### config.mk
export PLATFORM = sky130hd
export DESIGN_NAME = insr_encoder_flat
export DESIGN_NICKNAME = d
export VERILOG_FILES = /design/src/rtl/insr_encoder_if.sv /design/src/rtl/insr_encoder.sv /design/src/flat_wrapper.sv
export SDC_FILE = /design/constraint.sdc
export NUM_CORES = 1
export LEC_CHECK = 0
export ABC_CLOCK_PERIOD_IN_PS = 2000
export BUFFER_PORTS_ARGS = -buffer_cell sky130_fd_sc_hd__buf_2
export CELL_PAD_IN_SITES_DETAIL_PLACEMENT = 0
export CELL_PAD_IN_SITES_GLOBAL_PLACEMENT = 1
export CORE_MARGIN = 10
export CORE_UTILIZATION = 33
export DETAILED_ROUTE_END_ITERATION = 10
export PLACE_DENSITY_LB_ADDON = 0.25
export SETUP_SLACK_MARGIN = 0.3
export SLEW_MARGIN = 30
export SYNTH_ARGS = -nofsm -noshare
export SYNTH_HDL_FRONTEND = slang
export SYNTH_SLANG_ARGS = --single-unit
export TNS_END_PERCENT = 20
### constraint.sdc
create_clock -name clk -period 2 [get_ports clk]
set_input_delay 0.1 -clock clk [delete_from_list [all_inputs] [get_ports clk]]
set_output_delay 0.1 -clock clk [all_outputs]
set_load 0.05 [all_outputs]
### src/rtl/insr_encoder_if.sv
// Field-set input stream and packed-word output stream of the MIPS instruction encoder.
// The master side is the loader front end and memory port; the slave side is the encoder.
interface insr_encoder_if #(
    parameter int ADDR_WIDTH = 8
);
    logic                  in_valid;
    logic                  in_ready;
    logic [1:0]            fmt;
    logic [5:0]            op_code;
    logic [4:0]            rs;
    logic [4:0]            rt;
    logic [4:0]            rd;
    logic [4:0]            shamt;
    logic [5:0]            funct;
    logic [15:0]           imm;
    logic [25:0]           target;
    logic                  out_valid;
    logic                  out_ready;
    logic [31:0]           instruction;
    logic [ADDR_WIDTH-1:0] addr;
    logic                  full;
    logic                  err;

    modport master (
        output in_valid, fmt, op_code, rs, rt, rd, shamt, funct, imm, target, out_ready,
        input  in_ready, out_valid, instruction, addr, full, err
    );

    modport slave (
        input  in_valid, fmt, op_code, rs, rt, rd, shamt, funct, imm, target, out_ready,
        output in_ready, out_valid, instruction, addr, full, err
    );
endinterface

### src/rtl/insr_encoder.sv
// Packs MIPS R/I/J fields into 32-bit words and streams them out with consecutive
// instruction-memory addresses, stopping once the last address has been written.
module insr_encoder #(
    parameter int                    ADDR_WIDTH = 8,
    parameter logic [ADDR_WIDTH-1:0] BASE_ADDR  = '0
) (
    input logic           clk,
    input logic           rst_n,
    input logic           clear,
    insr_encoder_if.slave bus
);
    typedef enum logic [1:0] {
        EMPTY,
        HOLD,
        FULL
    } state_t;

    localparam logic [ADDR_WIDTH-1:0] ADDR_LAST = '1;

    state_t                state;
    state_t                state_next;
    logic [31:0]           instruction_q;
    logic [31:0]           packed_word;
    logic [ADDR_WIDTH-1:0] addr_q;
    logic [ADDR_WIDTH-1:0] addr_next;
    logic                  err_q;
    logic                  out_valid;
    logic                  at_last;
    logic                  accept;
    logic                  word_accept;

    assign out_valid   = (state == HOLD);
    assign at_last     = (addr_q == ADDR_LAST);
    // Accepting while the last address is on the bus would need an address that does not exist.
    assign bus.in_ready = (state != FULL) && (!out_valid || (bus.out_ready && !at_last));
    assign accept      = bus.in_valid && bus.in_ready;
    assign word_accept = accept && (bus.fmt != 2'd3);

    assign bus.out_valid   = out_valid;
    assign bus.instruction = instruction_q;
    assign bus.addr        = addr_q;
    assign bus.full        = (state == FULL);
    assign bus.err         = err_q;

    always_comb begin
        packed_word = '0;
        case (bus.fmt)
            2'd0:    packed_word = {bus.op_code, bus.rs, bus.rt, bus.rd, bus.shamt, bus.funct};
            2'd1:    packed_word = {bus.op_code, bus.rs, bus.rt, bus.imm};
            2'd2:    packed_word = {bus.op_code, bus.target};
            default: packed_word = '0;
        endcase
    end

    always_comb begin
        state_next = state;
        addr_next  = addr_q;
        if (clear) begin
            state_next = EMPTY;
            addr_next  = BASE_ADDR;
        end else begin
            case (state)
                EMPTY: begin
                    if (word_accept) state_next = HOLD;
                end
                HOLD: begin
                    if (bus.out_ready) begin
                        if (at_last) begin
                            state_next = FULL;
                        end else begin
                            addr_next  = addr_q + ADDR_WIDTH'(1);
                            state_next = word_accept ? HOLD : EMPTY;
                        end
                    end
                end
                default: state_next = FULL;
            endcase
        end
    end

    always_ff @(posedge clk or negedge rst_n) begin
        if (!rst_n) begin
            state <= EMPTY;
            addr_q <= BASE_ADDR;
        end else begin
            state <= state_next;
            addr_q <= addr_next;
        end
    end

    // A reserved format is swallowed without producing a word; it only raises err.
    always_ff @(posedge clk or negedge rst_n) begin
        if (!rst_n) begin
            instruction_q <= '0;
            err_q         <= 1'b0;
        end else begin
            err_q <= !clear && accept && (bus.fmt == 2'd3);
            if (!clear && word_accept) instruction_q <= packed_word;
        end
    end
endmodule

### src/flat_wrapper.sv
// flat-port wrapper written by rule: the top's interface ports become plain ports
module insr_encoder_flat 
#(
    parameter int                    ADDR_WIDTH = 8,
    parameter logic [ADDR_WIDTH-1:0] BASE_ADDR  = '0
)
  (clk, rst_n, clear, bus_in_valid, bus_fmt, bus_op_code, bus_rs, bus_rt, bus_rd, bus_shamt, bus_funct, bus_imm, bus_target, bus_out_ready, bus_in_ready, bus_out_valid, bus_instruction, bus_addr, bus_full, bus_err);
  insr_encoder_if #(.ADDR_WIDTH(ADDR_WIDTH)) bus_i ();
  input logic clk;
  input logic rst_n;
  input logic clear;
  input wire logic [$bits(bus_i.in_valid)-1:0] bus_in_valid;
  input wire logic [$bits(bus_i.fmt)-1:0] bus_fmt;
  input wire logic [$bits(bus_i.op_code)-1:0] bus_op_code;
  input wire logic [$bits(bus_i.rs)-1:0] bus_rs;
  input wire logic [$bits(bus_i.rt)-1:0] bus_rt;
  input wire logic [$bits(bus_i.rd)-1:0] bus_rd;
  input wire logic [$bits(bus_i.shamt)-1:0] bus_shamt;
  input wire logic [$bits(bus_i.funct)-1:0] bus_funct;
  input wire logic [$bits(bus_i.imm)-1:0] bus_imm;
  input wire logic [$bits(bus_i.target)-1:0] bus_target;
  input wire logic [$bits(bus_i.out_ready)-1:0] bus_out_ready;
  output wire logic [$bits(bus_i.in_ready)-1:0] bus_in_ready;
  output wire logic [$bits(bus_i.out_valid)-1:0] bus_out_valid;
  output wire logic [$bits(bus_i.instruction)-1:0] bus_instruction;
  output wire logic [$bits(bus_i.addr)-1:0] bus_addr;
  output wire logic [$bits(bus_i.full)-1:0] bus_full;
  output wire logic [$bits(bus_i.err)-1:0] bus_err;
  assign bus_i.in_valid = bus_in_valid;
  assign bus_i.fmt = bus_fmt;
  assign bus_i.op_code = bus_op_code;
  assign bus_i.rs = bus_rs;
  assign bus_i.rt = bus_rt;
  assign bus_i.rd = bus_rd;
  assign bus_i.shamt = bus_shamt;
  assign bus_i.funct = bus_funct;
  assign bus_i.imm = bus_imm;
  assign bus_i.target = bus_target;
  assign bus_i.out_ready = bus_out_ready;
  assign bus_in_ready = bus_i.in_ready;
  assign bus_out_valid = bus_i.out_valid;
  assign bus_instruction = bus_i.instruction;
  assign bus_addr = bus_i.addr;
  assign bus_full = bus_i.full;
  assign bus_err = bus_i.err;
  insr_encoder #(.ADDR_WIDTH(ADDR_WIDTH), .BASE_ADDR(BASE_ADDR)) u_core (.clk(clk), .rst_n(rst_n), .clear(clear), .bus(bus_i));
endmodule
Word level (Yosys, flattened, before mapping)
Cells that the tools add are included.
{ "totals": {"inputBits": 81, "ff_bits": 43, "out_inout_bits": 44} }
{ "classes": {"addsub": 1, "n_eq_ne": 11, "mux": 11, "n_reduce_logical": 17} }
{ "op_table": {"columns": ["cell", "count"], "rows": [
  ["one-hot mux 32 bit (3 select lines)", 1],
  ["two-way mux 8 bit", 4],
  ["adder 8 x 1 -> 8 bit, second input constant", 1],
  ["equality test 8 bit, second input constant", 1],
  ["two-way mux 2 bit", 4],
  ["logical AND 1 bit", 7],
  ["equality test 2 bit, second input constant", 3],
  ["inequality test 2 bit, second input constant", 3],
  ["equality test 2 x 1 -> 1 bit, second input constant", 2],
  ["zero test 2 bit", 2],
  ["one-hot mux 2 bit (2 select lines)", 1],
  ["nonzero test 2 bit", 2],
  ["zero test 1 bit", 3],
  ["inequality test 3 x 2 -> 1 bit, second input constant", 1],
  ["inequality test 3 bit, second input constant", 1],
  ["AND reduction 3 bit", 1],
  ["AND reduction 2 bit", 1],
  ["logical OR 1 bit", 1],
  ["two-way mux 1 bit", 1]
]} }

Depth between registers and ports, before layout
Gate-level depths: netlist of the first run.
{ "depth": {"ltp_word": 12, "mapped_depth": 7, "depth_no_buf": 6} }

Least setup slack after synthesis of the first run
OpenSTA, ideal clock, no wires.
{ "synth_timing": {"path_type": "reg-to-reg", "from": "register u_core.state[0]", "to": "register u_core.instruction_q[20], in the netlist u_core.bus.instruction[20]", "arrival_time_ns": 2.184, "synth_period_minus_slack_ns": 2.310, "setup_ns": 0.126, "n_path_buf": 1, "slack_ns": -0.310, "path_stages_with_launch": 7, "required_time_ns": 1.874, "path_cell_list": "dfrtp_1 nor2b_1 or3b_4 a21oi_2 buf_2 a32o_1 a221o_1"} }
{ "synth_between": {"elab_chain_len": 7, "elab_cells_between_ends": 8, "classes_between": "eq/ne: 2; reduce/logical: 6"} }
{ "synth_rtl": {"columns": ["element", "line", "rtl"], "rows": [
  ["start, declared", "insr_encoder.sv:20", "state_t state;"],
  ["start signal, assigned", "insr_encoder.sv:86", "state <= state_next;"],
  ["equality test 2 x 1 -> 1 bit", "insr_encoder.sv:32", "assign out_valid = (state == HOLD);"],
  ["zero test 1 bit", "insr_encoder.sv:35", "assign bus.in_ready = (state != FULL) && (!out_valid || (bus.out_ready && !at_last));"],
  ["logical OR 1 bit", "insr_encoder.sv:35", null],
  ["logical AND 1 bit (*)", "insr_encoder.sv:35", null],
  ["logical AND 1 bit (*)", "insr_encoder.sv:36", "assign accept = bus.in_valid && bus.in_ready;"],
  ["logical AND 1 bit (*)", "insr_encoder.sv:37", "assign word_accept = accept && (bus.fmt != 2'd3);"],
  ["logical AND 1 bit (*)", "insr_encoder.sv:98", "if (!clear && word_accept) instruction_q <= packed_word;"],
  ["end signal, assigned", "insr_encoder.sv:98", null],
  ["end, declared", "insr_encoder.sv:22", "logic [31:0] instruction_q;"]
]} }
Mark *: on every way between the ends. The rest lies on a longest branch, timed or not.
A chain may end at the register's enable or synchronous reset.

Final worst setup path of the first run
{ "layout_timing": {"from": "register u_core.addr_q[0], in the netlist u_core.bus.addr[0]", "to": "register u_core.instruction_q[20], in the netlist u_core.bus.instruction[20]"} }
{ "layout_between": {"elab_chain_len": 8} }
{ "layout_rtl": {"columns": ["element", "line", "rtl"], "rows": [
  ["start, declared", "insr_encoder.sv:24", "logic [ADDR_WIDTH-1:0] addr_q;"],
  ["start signal, assigned", "insr_encoder.sv:87", "addr_q <= addr_next;"],
  ["equality test 8 bit", "insr_encoder.sv:33", "assign at_last = (addr_q == ADDR_LAST);"],
  ["zero test 1 bit", "insr_encoder.sv:35", null],
  ["logical AND 1 bit", "insr_encoder.sv:35", null],
  ["logical OR 1 bit", "insr_encoder.sv:35", null],
  ["logical AND 1 bit", "insr_encoder.sv:35", null],
  ["logical AND 1 bit", "insr_encoder.sv:36", null],
  ["logical AND 1 bit", "insr_encoder.sv:37", null],
  ["logical AND 1 bit", "insr_encoder.sv:98", null]
]} }
Every way passes these cells.

==> results of run 1 <==
## power by group
part / switching, mW / internal [mW]
sequential: 0.116 / 1.03
combinational: 0.850 / 0.395
clock: 0.314 / 0.315
total: 1.28 / 1.74
## layout by cell type (no fill, tap or decap), types with 3 or more instances in the layout
| master | synthesis | layout |
|---|---|---|
| clkbuf_8 | 0 | 7 |
| nand2_1 | 8 | 8 |
| a32o_1 | 22 | 22 |
| inv_1 | 3 | 3 |
| xnor2_1 | 4 | 4 |
| buf_2 | 7 | 123 |
| dfrtp_1 | 43 | 35 |
| nor3_1 | 5 | 4 |
| a221o_1 | 22 | 22 |
| mux2i_1 | 5 | 5 |
| nor2_1 | 12 | 11 |
| mux2_2 | 18 | 18 |
| dfrtp_2 | 0 | 8 |
| a32oi_1 | 5 | 5 |
| nand3_1 | 7 | 6 |
| buf_6 | 1 | 5 |
| buf_4 | 0 | 25 |
| or3_1 | 6 | 6 |
## critical path, cell delays in order (launching register included)
cell	delay (ns)
dfrtp_2	0.43
ha_4	0.17
nand3_4	0.09
o21ai_4	0.09
buf_6	0.14
a21o_4	0.25
buf_4	0.18
a221o_1	0.35
## worst paths after layout
check / cells after the start / endpoint / start
worst max-delay path: 7 / u_core.bus.instruction[20] / u_core.bus.addr[0]
worst min register to register: 2 / u_core.bus.instruction[9] / u_core.bus.instruction[9]
worst max register to register: 7 / u_core.bus.instruction[20] / u_core.bus.addr[0]
min in group asynchronous: 2 / u_core.bus.addr[4] / rst_n
worst min-delay path: 2 / u_core.bus.instruction[18] / bus_rt[2]
max in group asynchronous: 3 / u_core.state[0] / rst_n
## registers in the layout, summed over array words and instances, names as in the netlist
| name | cells |
|---|---|
| u_core.bus.err | 1 |
| u_core.bus.addr | 8 |
| u_core.bus.instruction | 32 |
| u_core.state | 2 |
## repair_timing
item,CTS,global route
hold buffers,1,0
pin swaps,8,8
endpoints found under the hold margin,19,0
setup endpoints to repair,38,41
gates cloned,4,0
setup buffers,19,3
gates resized for setup,6,6
## layout make-up
type                            count  area, µm²
Clock buffer                        7       96.3
Clock inverter                      1       7.51
Fill cell                         622       3280
Inverter                            3       11.3
Multi-Input combinational cell    136       1200
Sequential cell                    43       1090
Tap cell                           80        100
Timing Repair Buffer              157        937
## per-layer routing
metal  up-vias  routed length [µm]
li1       1080                   -
met1      1077                3570
met2        97                3800
met3         2                 811
met4         0                  30
met5         -                   0
## per-stage QoR
step	utilization, %	power (mW)	cells	worst slack [ns]	setup TNS, ns
final	51.2	3.02	427	0.184	0
after global routing	51.2	3.17	427	0.0935	0
after CTS	50.7	3.04	424	0.173	0
after detailed placement	45.4	2.36	392	-0.00810	-0.0351
after global placement	45.4	2.35	392	0.0377	0
after floorplan	-	2.00	196	0.139	0
## cell families (layout without fill, tap and decap cells)
logic type               Yosys count  count (layout)  share of synthesized area, %
XOR/XNOR                           6               6                          2.32
AO/OA/AOI/OAI                     56              59                          23.9
AND/OR/NAND/NOR                   47              47                          10.6
adder cells (fa/ha/maj)            1               1                         0.552
buffers and inverters             20             168                          4.03
multiplexers                      23              23                          11.2
flip-flops                        43              43                          47.5
==> flow_metrics.py, run 1 <==
metrics = {
    "status": {
        "status": "finished clean",
    },
    "global_route": {
        "grt_max_degree": 27,
        "antenna_found_initial": 0,
        "grt_use_met3_pct": 6.17,
        "grt_overflow_total": 0,
        "use_met2_pct": 24.4,
        "grtUsageMet1_pct": 19.3,
        "grt_first_pass_wirelength_mm": 12.7,
        "grt_use_total_pct": 15.4,
        "grt_busiest_layer": "met2",
        "grt_pass1_vias": 2446,
    },
    "timing": {
        "rsz0062_at_grt": "yes",
        "fin_crit_ns": 1.82,
        "fin_hold_ws_ns": 0.0266,
        "finalSetupViolCount": 0,
        "report.final.slew_viol_count": 0,
        "fmax_mhz": 551,
        "worstMarginPinSlew_ns": 0.587,
        "post-route-period-util_pct": 90.8,
        "hold_viol": 0,
        "slew_headroom_pct": 60.8,
        "fin_worst_skew_ns": 0.00858,
    },
    "drt": {
        "viasPerCell": 5.28,
        "dr_total_vias": 2256,
        "dr.pass1.iters": 4,
        "routedWlPerCell_um": 19.2,
        "drc_errors": 0,
        "drt_iter0_markers": 107,
        "detail-route-antenna-nets": 0,
        "wl_mm": 8.21,
    },
    "critical_path": {
        "cp-start-kind": "flip-flop",
        "cp_max_fo": 9,
        "r2r_slack_ns": 0.18,
        "critical_path_required_ns": 2.18,
        "crit_type": "reg2reg",
        "cp.arrival_ns": 2.00,
        "end_kind": "flip-flop",
    },
    "floorplanning": {
        "die_area_um2": 10600,
        "die_y_um": 103,
        "pin_count": 125,
        "num_rows": 30,
        "start_util_pct": 33.7,
        "die_w_um": 103,
        "core_area_um2": 6720,
    },
    "cts": {
        "clk_pin_slew_worst_paths_ns": 0.09,
        "numCtsBuffers": 5,
        "cts_root_buffer": "clkbuf_8",
        "cts_sinks": 43,
        "htree_num_levels": 2,
        "cts_tree": "yes",
        "cts_buffer_depth": 2,
        "clock_latency_ns": 0.29,
    },
    "logic_synthesis": {
        "yosysSeqAreaShare_pct": 47.5,
        "yosys_warnings": 0,
        "syn_avg_cell_area_um2": 11.6,
        "synth_seq_cells": 43,
        "yosys.area.top_type": "dfrtp_1",
        "async_flop_share_pct": 100,
        "yosys-top-cells-count": "dfrtp_1, a221o_1, a32o_1",
        "synth_top_cell_area_share_pct": 47.5,
        "synthTopCellsByArea": "dfrtp_1, a221o_1, a32o_1",
        "synthCells": 196,
        "syn-num-nets": 278,
        "synth_most_common_cell": "dfrtp_1",
        "syn-cell-area_um2": 2260,
        "ys_dominant_reg_cell": "dfrtp_1",
        "synth_edf_count": 0,
        "yosysUniqueCellTypes": 30,
    },
    "placed_design": {
        "place_congestion": 0.767,
        "place_area_um2": 3050,
        "dp_hpwl_mm": 5.66,
        "io_buffer_count": 124,
    },
    "cells_and_area": {
        "drive_above_1_share_pct": 59.1,
        "antennaDiodeCount": 0,
        "area_growth_syn_to_layout_pct": 51.9,
        "design_area_um2": 3440,
        "final_nets": 428,
    },
    "power": {
        "leakagePower_nw": 1.61,
        "peakVddDrop_v": 0.000386,
        "p_per_area_nw_per_um2": 877,
    },
    "job": {
        "maxCapViolations": 0,
    },
    "worst_hold_path": {
        "min_path_type": "in2reg",
    },
}
Note: power is estimated with default switching activity, not from simulation.
==> run 2, diff against run 1 <==
--- a/config.mk
+++ b/config.mk
@@ -6,7 +6,7 @@
 export NUM_CORES = 1
 export LEC_CHECK = 0
 export ABC_CLOCK_PERIOD_IN_PS = 2000
-export BUFFER_PORTS_ARGS = -buffer_cell sky130_fd_sc_hd__buf_2
+export BUFFER_PORTS_ARGS = -buffer_cell sky130_fd_sc_hd__buf_4
 export CELL_PAD_IN_SITES_DETAIL_PLACEMENT = 0
 export CELL_PAD_IN_SITES_GLOBAL_PLACEMENT = 1
 export CORE_MARGIN = 10
==> flow_metrics.py, run 2 (same netlist as run 1, synthesis figures left out) <==
metrics = {
    "cells_and_area": {
        "drive_above_1_share_pct": 60.1,
        "largest_reg_flops": 32,
        "area_growth_syn_to_layout_pct": 67.1,
        "multi_input_area_um2": 1240,
        "most-common-layout-cells": "buf_4, dfrtp_1, a32o_1, a221o_1, mux2_2",
        "final_common_cell": "buf_4",
        "antennaDiodeCount": 0,
        "ff_latch_area_um2": 1080,
        "fillers": 610,
        "final_nets": 427,
    },
    "status": {
        "status": "finished clean",
    },
    "floorplanning": {
        "die_y_um": 103,
        "die_area_um2": 10600,
        "core_area_um2": 6720,
        "num_rows": 30,
        "start_util_pct": 33.7,
        "die_w_um": 103,
        "pin_count": 125,
    },
    "critical_path": {
        "r2r_slack_ns": 0.06,
        "cp_slowest_stage_delay_ns": 0.38,
        "critical_path_required_ns": 2.18,
        "crit_family": "simple AND/OR/NAND/NOR gates",
        "cp_cell_sequence": "nor2b_4 -> or3b_4 -> buf_6 -> a21o_4 -> nor2_4 -> buf_6 -> mux2_4",
        "rr_worst_depth": 7,
        "startpoint": "u_core.state[1]",
        "crit_end": "u_core.bus.instruction[31]",
        "critPathSlowestCell": "dfrtp_1",
        "r2r-start": "u_core.state[1]",
        "cp.arrival_ns": 2.12,
        "crit_type": "reg2reg",
        "cp_num_cells": 7,
        "end_kind": "flip-flop",
        "path_buf_inv": 2,
        "reg2reg_to": "u_core.bus.instruction[31]",
        "crit_top_cell": "buf_6",
        "cp_max_fo": 7,
        "cp-start-kind": "flip-flop",
    },
    "global_route": {
        "antenna_found_initial": 0,
        "grt_use_total_pct": 15.0,
        "grt_pass1_vias": 2361,
        "grt_overflow_total": 0,
        "grt_max_degree": 44,
        "grt_first_pass_wirelength_mm": 12.4,
    },
    "power": {
        "totalPowerFinal_mw": 3.10,
        "p_sw_mw": 1.28,
        "switching_share_pct": 41.3,
        "power.internal_mw": 1.82,
        "comb_power_share_pct": 45.1,
        "clkPwrFrac_pct": 17.7,
        "p_per_area_nw_per_um2": 820,
        "leakagePower_nw": 1.72,
        "peakVddDrop_v": 0.000380,
        "seqPwrFrac_pct": 37.1,
    },
    "timing": {
        "fin_hold_ws_ns": 0.0255,
        "slew_headroom_pct": 50.7,
        "rsz0062_at_grt": "yes",
        "fin_crit_ns": 1.94,
        "fin_worst_skew_ns": 0.0122,
        "post-route-period-util_pct": 96.9,
        "report.final.slew_viol_count": 0,
        "finalSetupViolCount": 0,
        "fmax_mhz": 516,
        "hold_viol": 0,
        "worstMarginPinSlew_ns": 0.740,
    },
    "worst_hold_path": {
        "hold_start": "bus_rt[3]",
        "min_path_type": "in2reg",
        "min_path_cells": 2,
    },
    "cts": {
        "clk_pin_slew_worst_paths_ns": 0.09,
        "cts_root_buffer": "clkbuf_8",
        "htree_num_levels": 2,
        "cts_tree": "yes",
        "cts_sinks": 43,
        "cts_buffer_depth": 2,
        "numCtsBuffers": 5,
        "clock_latency_ns": 0.29,
    },
    "drt": {
        "wl_mm": 8.09,
        "routedWlPerCell_um": 19.0,
        "drt_iter0_markers": 87,
        "drc_errors": 0,
        "detail-route-antenna-nets": 0,
        "viasPerCell": 5.33,
        "dr.pass1.iters": 4,
        "dr_total_vias": 2270,
    },
    "placed_design": {
        "place_congestion": 0.778,
        "io_buffer_count": 124,
        "dp_hpwl_mm": 5.74,
    },
    "job": {
        "maxCapViolations": 0,
    },
}
run 2: how the worst min path moves through the flow:
stage,to,slack [ns]
2_1_floorplan,u_core.bus.addr[0],-0.20
3_3_place_gp,u_core.bus.addr[3],0.14
3_5_place_dp,u_core.bus.addr[4],0.14
4_1_cts,u_core.bus.instruction[19],0.02
5_1_grt,u_core.bus.instruction[20],0.02
6_report,u_core.bus.instruction[19],0.03
run 2: per-layer routing:
layer / GRT usage (%) / wire (µm) / part of all wire (%) / vias to the layer above
li1: - / - / - / 1079
met1: 17.9 / 3300 / 41 / 1097
met2: 23.9 / 3880 / 48 / 92
met3: 6.97 / 871 / 11 / 2
met4: 3.53 / 38 / 0.47 / 0
met5: 0 / 0 / 0 / -
run 2: layout make-up:
type                       instances  share of cell area (%)
inverter                           3                   0.298
clock inverter                     2                   0.331
multi-input combinational        134                    32.8
tap                               80                    2.64
timing repair buffer             158                    33.3
sequential                        43                    28.7
clock buffer                       6                    1.92
run 2: power by group through the flow:
stage	clock (mW)	sequential [mW]	combinational (mW)
3_3_place_gp	0	1.16	1.34
5_1_grt	0.601	1.18	1.47
2_1_floorplan	0	1.71	0.297
3_5_place_dp	0	1.16	1.35
4_1_cts	0.574	1.15	1.39
6_report	0.550	1.15	1.40
run 2: what timing repair did:
action / in CTS / in global routing
cloned: 1 / 0
pin swaps: 6 / 25
resized for setup: 10 / 12
setup buffers: 12 / 3
endpoints found under the hold margin: 43 / 0
hold buffers: 1 / 0
endpoints found under the setup margin: 38 / 41
run 2: metrics by stage:
stage | util, % | setup WS, ns | cells | setup TNS [ns] | instance area [µm²]
after CTS | 54.7 | 0.0366 | 423 | 0 | 3680
final | 56.3 | 0.0621 | 426 | 0 | 3780
after floorplan | - | 0.139 | 196 | 0 | 2330
after global routing | 56.3 | -0.0239 | 426 | -0.0480 | 3780
after detailed placement | 51.1 | -0.0747 | 401 | -1.44 | 3430
after global placement | 51.0 | -0.122 | 401 | -1.63 | 3430
==> run 3, diff against run 2 <==
--- a/config.mk
+++ b/config.mk
@@ -9,7 +9,7 @@
 export BUFFER_PORTS_ARGS = -buffer_cell sky130_fd_sc_hd__buf_4
 export CELL_PAD_IN_SITES_DETAIL_PLACEMENT = 0
 export CELL_PAD_IN_SITES_GLOBAL_PLACEMENT = 1
-export CORE_MARGIN = 10
+export CORE_MARGIN = 8
 export CORE_UTILIZATION = 33
 export DETAILED_ROUTE_END_ITERATION = 10
 export PLACE_DENSITY_LB_ADDON = 0.25
==> flow_metrics.py, run 3 (same netlist as run 1, synthesis figures left out) <==
metrics = {
    "cells_and_area": {
        "most-common-layout-cells": "buf_4, dfrtp_1, a32o_1, a221o_1",
        "fillers": 626,
        "area_growth_syn_to_layout_pct": 59.4,
        "finish.utilization_pct": 53.7,
        "drive_above_1_share_pct": 56.8,
        "final_common_cell": "buf_4",
        "final_nets": 414,
        "antennaDiodeCount": 0,
        "largest_reg_flops": 32,
    },
    "drt": {
        "wl_mm": 7.92,
        "viasPerCell": 5.44,
        "routedWlPerCell_um": 19.2,
        "detail-route-antenna-nets": 0,
        "drt_iter0_markers": 75,
        "dr.pass1.iters": 4,
        "drc_errors": 0,
        "dr_total_vias": 2245,
    },
    "placed_design": {
        "place_congestion": 0.777,
        "dp_hpwl_mm": 5.55,
        "place_ws_ns": -0.0308,
        "io_buffer_count": 124,
    },
    "timing": {
        "report.final.slew_viol_count": 0,
        "hold_viol": 0,
        "fin_worst_skew_ns": 0.00349,
        "worstMarginPinSlew_ns": 0.587,
        "setup_slack_ns": 0.127,
        "finalSetupViolCount": 0,
        "fin_crit_ns": 1.87,
        "slew_headroom_pct": 60.8,
        "rsz0062_at_grt": "yes",
        "fin_setup_tns_ns": 0,
        "post-route-period-util_pct": 93.7,
        "fmax_mhz": 534,
    },
    "power": {
        "p_per_area_nw_per_um2": 867,
        "peakVddDrop_v": 0.000338,
        "totalPowerFinal_mw": 3.13,
        "leakagePower_nw": 1.64,
    },
    "job": {
        "maxCapViolations": 0,
    },
    "floorplanning": {
        "die_w_um": 98.8,
        "die_area_um2": 9770,
        "start_util_pct": 33.7,
        "die_y_um": 98.8,
        "pin_count": 125,
        "num_rows": 30,
        "core_area_um2": 6720,
    },
    "critical_path": {
        "cp-start-kind": "flip-flop",
        "r2r-start": "u_core.state[1]",
        "end_kind": "flip-flop",
        "rr_worst_depth": 5,
        "startpoint": "u_core.state[1]",
        "reg2reg_to": "u_core.bus.instruction[16]",
        "r2r_slack_ns": 0.13,
        "crit_type": "reg2reg",
        "crit_end": "u_core.bus.instruction[16]",
        "cp.arrival_ns": 2.06,
        "cp_max_fo": 12,
        "critical_path_required_ns": 2.18,
    },
    "cts": {
        "cts_root_buffer": "clkbuf_8",
        "cts_sinks": 43,
        "clk_pin_slew_worst_paths_ns": 0.08,
        "clock_latency_ns": 0.29,
        "cts_tree": "yes",
        "htree_num_levels": 2,
        "cts_buffer_depth": 2,
        "numCtsBuffers": 5,
    },
    "worst_hold_path": {
        "min_path_type": "in2reg",
    },
    "global_route": {
        "grt_max_degree": 44,
        "grt_first_pass_wirelength_mm": 12.6,
        "grt_pass1_vias": 2362,
        "antenna_found_initial": 0,
        "grt_use_total_pct": 15.9,
        "grt_overflow_total": 0,
    },
    "status": {
        "status": "finished clean",
    },
}
run 3: cell types whose count changed in the layout (fill, tap and decap cells not counted), moves of 2 or more:
cell,previous run,this run
buf_12,4,1
buf_4,147,139
buf_6,6,2
clkbuf_8,5,7
nor3_1,2,4
run 3: final cells by class:
| class | instances | area, µm² | area share, % |
|---|---|---|---|
| Inverter | 3 | 11.3 | 0.312 |
| Timing Repair Buffer | 144 | 1100 | 30.5 |
| Tap cell | 80 | 100 | 2.77 |
| Multi-Input combinational cell | 135 | 1210 | 33.6 |
| Clock buffer | 8 | 100 | 2.77 |
| Sequential cell | 43 | 1080 | 30.1 |
run 3: worst min-delay path by stage:
stage	start	end	slack, ns	cells past startpoint
CTS	bus_op_code[5]	u_core.bus.instruction[31]	0.02	2
floorplan	rst_n	u_core.bus.addr[0]	-0.20	0
global placement	rst_n	u_core.bus.addr[4]	0.13	1
global route	bus_rt[3]	u_core.bus.instruction[19]	0.02	2
detailed placement	rst_n	u_core.bus.addr[4]	0.13	1
finish	bus_rt[4]	u_core.bus.instruction[20]	0.03	2
run 3: repair_timing:
action                                  4_1_cts  5_1_grt
endpoints found under the hold margin        43        0
gates resized for setup                       4        7
cloned                                        3        0
endpoints found under the setup margin       33       41
setup buffers                                 7        3
hold buffers                                  1        0
pin swaps                                     5        2
run 3: report_power, final:
| part | switching [mW] | internal [mW] | total [mW] | leakage [nW] |
|---|---|---|---|---|
| Combinational | 0.844 | 0.526 | 1.37 | 1.08 |
| Clock | 0.290 | 0.315 | 0.605 | 0.0515 |
| Sequential | 0.129 | 1.03 | 1.16 | 0.512 |
| Total | 1.26 | 1.87 | 3.13 | 1.64 |
run 3: routing by layer:
| layer | global-route usage (%) | routed length (µm) | up-vias | share of wire [%] |
|---|---|---|---|---|
| li1 | - | - | 1054 | - |
| met1 | 19.3 | 3350 | 1102 | 42 |
| met2 | 25.9 | 3870 | 83 | 49 |
| met3 | 5.43 | 615 | 6 | 7.8 |
| met4 | 4.49 | 77 | 0 | 0.97 |
| met5 | 0 | 0 | - | 0 |
run 3: through the flow:
step / instance area, µm² / hold WS [ns] / cells
final: 3610 / 0.0325 / 413
after CTS: 3540 / 0.0240 / 410
after detailed placement: 3340 / 0.134 / 391
after global placement: 3340 / 0.134 / 391
after floorplan: 2330 / -0.196 / 196
after global routing: 3610 / 0.0205 / 413
run 3: critical path, stage by stage, from the launching register on:
cell and delay, ns:
dfrtp_1 0.40, nor2b_4 0.13, or3b_4 0.41, buf_4 0.16, a21o_2 0.29, a221o_1 0.37
